## src/rtl/dcache_direct_mapped.sv

```systemverilog
// Direct-mapped write-back, write-allocate data cache.
// One CPU word request at a time; 128-bit line fills and evictions.
module dcache_direct_mapped #(
  parameter int NUM_SETS   = 16,
  parameter int INDEX_BITS = 4
) (
  input  logic         clk,
  input  logic         reset,
  input  logic         cpu_req_valid,
  input  logic         cpu_req_we,
  input  logic [31:0]  cpu_addr,
  input  logic [31:0]  cpu_wdata,
  output logic         cpu_ready,
  output logic         cpu_resp_valid,
  output logic [31:0]  cpu_rdata,
  output logic         mem_req,
  output logic         mem_we,
  output logic [31:0]  mem_addr,
  output logic [127:0] mem_wdata,
  input  logic         mem_ready,
  input  logic [127:0] mem_rdata,
  output logic [31:0]  hit_count,
  output logic [31:0]  miss_count
);

  localparam int TAG_W = 28 - INDEX_BITS;

  localparam logic [1:0] S_IDLE  = 2'd0;
  localparam logic [1:0] S_CHECK = 2'd1;
  localparam logic [1:0] S_WB    = 2'd2;
  localparam logic [1:0] S_ALLOC = 2'd3;

  logic [1:0]  state;
  logic        req_we;
  logic [31:2] req_addr;
  logic [31:0] req_wdata;
  logic        first_check;

  logic [NUM_SETS-1:0] valid_q;
  logic [NUM_SETS-1:0] dirty_q;
  logic [TAG_W-1:0]    tag_q  [NUM_SETS];
  logic [127:0]        data_q [NUM_SETS];

  logic [INDEX_BITS-1:0] idx;
  logic [1:0]            off;
  logic [TAG_W-1:0]      req_tag;
  logic                  hit;
  logic                  accept;
  logic                  fill;
  logic                  store_hit;
  logic                  unused_addr_bits;

  assign idx     = req_addr[INDEX_BITS+3:4];
  assign off     = req_addr[3:2];
  assign req_tag = req_addr[31:INDEX_BITS+4];
  assign hit     = valid_q[idx] && (tag_q[idx] == req_tag);
  assign accept  = cpu_req_valid && cpu_ready;
  assign fill    = (state == S_ALLOC) && mem_req && mem_ready;
  assign store_hit = (state == S_CHECK) && hit && req_we;
  assign unused_addr_bits = ^cpu_addr[1:0];

  // Line storage carries no reset; valid bits guard it.
  always_ff @(posedge clk) begin
    if (fill) begin
      data_q[idx] <= mem_rdata;
      tag_q[idx]  <= req_tag;
    end else if (store_hit) begin
      data_q[idx][{off, 5'b0} +: 32] <= req_wdata;
    end
  end

  always_ff @(posedge clk) begin
    if (reset) begin
      state          <= S_IDLE;
      req_we         <= 1'b0;
      req_addr       <= '0;
      req_wdata      <= '0;
      first_check    <= 1'b0;
      valid_q        <= '0;
      dirty_q        <= '0;
      cpu_ready      <= 1'b1;
      cpu_resp_valid <= 1'b0;
      cpu_rdata      <= '0;
      mem_req        <= 1'b0;
      mem_we         <= 1'b0;
      mem_addr       <= '0;
      mem_wdata      <= '0;
      hit_count      <= '0;
      miss_count     <= '0;
    end else begin
      cpu_resp_valid <= 1'b0;
      case (state)
        S_IDLE: begin
          if (accept) begin
            req_we      <= cpu_req_we;
            req_addr    <= cpu_addr[31:2];
            req_wdata   <= cpu_wdata;
            first_check <= 1'b1;
            cpu_ready   <= 1'b0;
            state       <= S_CHECK;
          end
        end
        S_CHECK: begin
          if (hit) begin
            if (req_we) begin
              dirty_q[idx] <= 1'b1;
            end else begin
              cpu_rdata <= data_q[idx][{off, 5'b0} +: 32];
            end
            if (first_check) begin
              hit_count <= hit_count + 32'd1;
            end
            cpu_resp_valid <= 1'b1;
            cpu_ready      <= 1'b1;
            state          <= S_IDLE;
          end else begin
            if (first_check) begin
              miss_count <= miss_count + 32'd1;
            end
            first_check <= 1'b0;
            mem_req     <= 1'b1;
            if (valid_q[idx] && dirty_q[idx]) begin
              mem_we    <= 1'b1;
              mem_addr  <= {tag_q[idx], idx, 4'b0};
              mem_wdata <= data_q[idx];
              state     <= S_WB;
            end else begin
              mem_we   <= 1'b0;
              mem_addr <= {req_tag, idx, 4'b0};
              state    <= S_ALLOC;
            end
          end
        end
        S_WB: begin
          if (mem_req && mem_ready) begin
            dirty_q[idx] <= 1'b0;
            mem_req      <= 1'b0;
            state        <= S_ALLOC;
          end
        end
        S_ALLOC: begin
          // Arriving from a writeback, mem_req is low for one cycle first.
          if (!mem_req) begin
            mem_req  <= 1'b1;
            mem_we   <= 1'b0;
            mem_addr <= {req_tag, idx, 4'b0};
          end else if (mem_ready) begin
            valid_q[idx] <= 1'b1;
            dirty_q[idx] <= 1'b0;
            mem_req      <= 1'b0;
            state        <= S_CHECK;
          end
        end
        default: begin
          state     <= S_IDLE;
          cpu_ready <= 1'b1;
        end
      endcase
    end
  end

endmodule

```

## config.mk

```make
export PLATFORM = sky130hd
export DESIGN_NAME = dcache_direct_mapped
export DESIGN_NICKNAME = d
export VERILOG_FILES = /design/src/rtl/dcache_direct_mapped.sv
export SDC_FILE = /design/constraint.sdc
export NUM_CORES = 2
export LEC_CHECK = 0
export ABC_AREA = 1
export CELL_PAD_IN_SITES_DETAIL_PLACEMENT = 0
export CELL_PAD_IN_SITES_GLOBAL_PLACEMENT = 1
export CORE_AREA = 3 3 620 622
export DETAILED_ROUTE_END_ITERATION = 12
export DIE_AREA = 0 0 623 625
export PLACE_DENSITY = 0.52
export REMOVE_ABC_BUFFERS = 1
export SYNTH_ARGS = -nofsm -noshare
export SYNTH_HDL_FRONTEND = slang
export SYNTH_SLANG_ARGS = --single-unit
```

## constraint.sdc

```tcl
create_clock -name clk -period 7 [get_ports clk]
set_clock_uncertainty 0.15 [all_clocks]
set_input_delay 1.4 -clock clk [delete_from_list [all_inputs] [get_ports clk]]
set_output_delay 1.4 -clock clk [all_outputs]
set_load 0.05 [all_outputs]
```

==> flow_metrics.tcl <==
set metrics [dict create \
    avgSynthCellArea_um2 11.4 \
    reg2reg_setup_slack_ps 1040 \
    finalSetupViolCount 0 \
    dieArea_um2 389000 \
    drt_iter0_drc 7841 \
    outcome "completed" \
    grt_start_max_net_pins 200 \
    start_kind "register" \
    cts_resized 0 \
    crit_path_max_fanout 199 \
    clkTransAtPathRegs_ps 60 \
    criticalPathCategory "reg2reg" \
    die_h_um 625 \
    synthCells 9975 \
    start_util_pct 30.0 \
    hold_path_startpoint "mem_wdata[26]" \
    core_um2 379000 \
    grt_pass1_vias 77701 \
    via_count 81513 \
    drv_slew 0 \
    grtUsageTotal_pct 21.8 \
    yosys_warnings 0 \
    period_share_pct 85.2 \
    ys_seq_area_share_pct 70.6 \
    fin_nets 10471 \
    synth-async-reset-ratio_pct 0 \
    ys_ff_latch 2790 \
    setup_slack_ps 1040 \
    grt.overflow.total 0 \
    hold_depth 2 \
    post-cts-setup-buffers 0 \
    cts_tree "yes" \
    fillers 37140 \
    layout_commonest_cell "edfxtp_1" \
    ir_drop_mv 0.232 \
    synth_edf_count 2432 \
    ant_nets 0 \
    grt_pass1_wl_um 605000 \
    fin_setup_tns_ps 0 \
    die_w_um 623 \
    area_growth_pct 19.0 \
    max_cap_viol_count 0 \
    synth_cell_type_count 49 \
    antenna_found_initial 27 \
    wl_um 439000 \
    dpl_worst_slack_ps 1040 \
    cts.sinks 2790 \
    worstReg2RegEnd "data_q[3][2]" \
    period_minus_slack_ps 5960 \
    post_dp_cell_area_um2 125000 \
    total_power_mw 47.6 \
    vias_per_cell 5.24 \
    clock.fmax_mhz 168 \
    final_cell_mix "edfxtp_1, nand2_1, nor2_1" \
    holdPathEnd "mem_wdata[26]" \
    leakagePower_nw 44.8 \
    drc_errors 0 \
    layout-drive-gt1-share_pct 7.73 \
    firstDrtPassIters 6 \
    routedWlPerCell_um 28.3 \
    grt_setup_unrepaired "false" \
    worstHoldPathType "reg2reg" \
    maxSlewHeadroom_pct 10.7 \
    place.gp.congestion 0.799 \
    io_pins 457 \
    stdcell_area_um2 135000 \
    dp.final_hpwl_um 253000 \
    num_rows 226 \
    worstPathArrival_ps 6320 \
    cts_root_buffer "clkbuf_16" \
    cts_made_buffers 327 \
    clkLatencyLatePin_ps 950 \
    io_buffers 450 \
    cts_buffer_depth 4 \
    netlist_area_um2 114000 \
    reg2reg_depth 17 \
    final-hold-violation-count 0 \
    required_ps 7360 \
    hold_buffers 0 \
    synthFlopType "edfxtp_1" \
    power_density_nw_per_um2 352 \
    crit_path_end_kind "register" \
    worst_slew_pin_slew_ps 1330 \
    h-tree-depth 5 \
]
[sequential cells by signal, summed over array words and instances, names as in the netlist, 2 cells and up, named ones only]
| name | count |
|---|---|
| tag_q | 384 |
| miss_count | 32 |
| data_q | 2048 |
| hit_count | 32 |
| req_addr | 30 |
| valid_q | 16 |
| cpu_rdata | 32 |
| mem_addr | 28 |
| req_wdata | 32 |
| mem_wdata | 128 |
| state | 2 |
[report_power, final]
part	switching (mW)	total [mW]	internal, mW
sequential	0.578	19.0	18.5
clock	7.00	17.1	10.1
combinational	8.84	11.5	2.67
total	16.4	47.6	31.2
[cells in the mapped netlist, types with 3 or more instances]
master,number,area [µm²]
o21ai_0,1297,6490
a31oi_1,3,18.8
clkbuf_1,503,1890
dfxtp_1,358,7170
xnor2_1,10,87.6
nand2_4,5,56.3
mux2i_1,3,30.0
or2_2,4,25.0
or2_1,3,18.8
nand2_1,1545,5800
inv_2,3,11.3
xor2_1,20,175
o32ai_1,11,96.3
buf_1,43,161
buf_2,140,701
nand4_1,112,701
a21oi_1,306,1530
o21ai_1,136,681
o211ai_1,108,811
clkinv_1,3,11.3
o22ai_1,277,1730
edfxtp_1,2432,73000
o21bai_1,31,233
ha_1,12,150
buf_6,9,101
o21a_1,23,173
inv_1,348,1310
o221ai_1,248,2170
nor4_1,7,43.8
nand3_1,460,2300
a32o_1,4,40.0
buf_4,25,188
nor2_1,1444,5420
nor3_1,23,115
[worst max path at each step]
stage | startpoint | end | slack (ps) | cells past startpoint
floorplan | register | mem_wdata[0] | -50110 | 15
global placement | register | data_q[3][2] | 1120 | 17
detailed placement | register | data_q[1][2] | 1040 | 17
CTS | register | data_q[3][2] | 990 | 17
global route | register | data_q[3][2] | 530 | 17
finish | register | data_q[3][2] | 1040 | 17
[layout make-up]
cell class,count,area [µm²],share of cell area [%]
clock inverter,151,1630,1.21
timing repair buffer,676,6710,4.96
inverter,355,1390,1.03
clock buffer,449,9000,6.65
multi-input combinational,6112,30000,22.2
sequential,2790,80200,59.3
antenna,6,15.0,0.0111
tap,5016,6280,4.64
[worst max-delay path, stage by stage, from the launching register on]
cell,delay [ps]
dfxtp_4,860
inv_16,390
nand2_1,180
nand3_1,80
nand3_1,100
nand3_1,130
nand2_1,160
nand2_1,60
nand2_1,140
nand2_1,70
nor2_1,200
nand3_1,340
nor2_4,240
nand2_4,90
nor2_8,320
nand2_4,490
buf_4,400
o21ai_1,910
[through the flow]
step                util, %  std cells  hold slack, ps
floorplan                 -       9257             290
global placement       32.9      14948             301
detailed placement     32.9      14948             305
CTS                    35.7      15548             314
global route           35.7      15552             331
finish                 35.7      15555             312
[routing by layer]
layer / vias up / global-route usage (%) / share of wire (%)
met4: 18 / 9.34 / 4.7
li1: 36498 / - / -
met5: - / 0 / 0.029
met1: 41496 / 29.0 / 43
met2: 2824 / 35.5 / 47
met3: 677 / 2.97 / 6.0
[cells by family (layout without fill, tap and decap cells)]
family,count (synthesis),count (layout),share of synthesized area [%]
AND/OR/NAND/NOR,3613,3613,12.8
other,1,10,0.00330
AO/OA/AOI/OAI,2450,2450,12.3
XOR/XNOR,30,30,0.231
adder cells (fa/ha/maj),12,12,0.132
multiplexers,3,3,0.0264
flip-flops,2790,2790,70.6
buffers and inverters,1076,1631,3.85
Power figures use the tool's default switching activity.
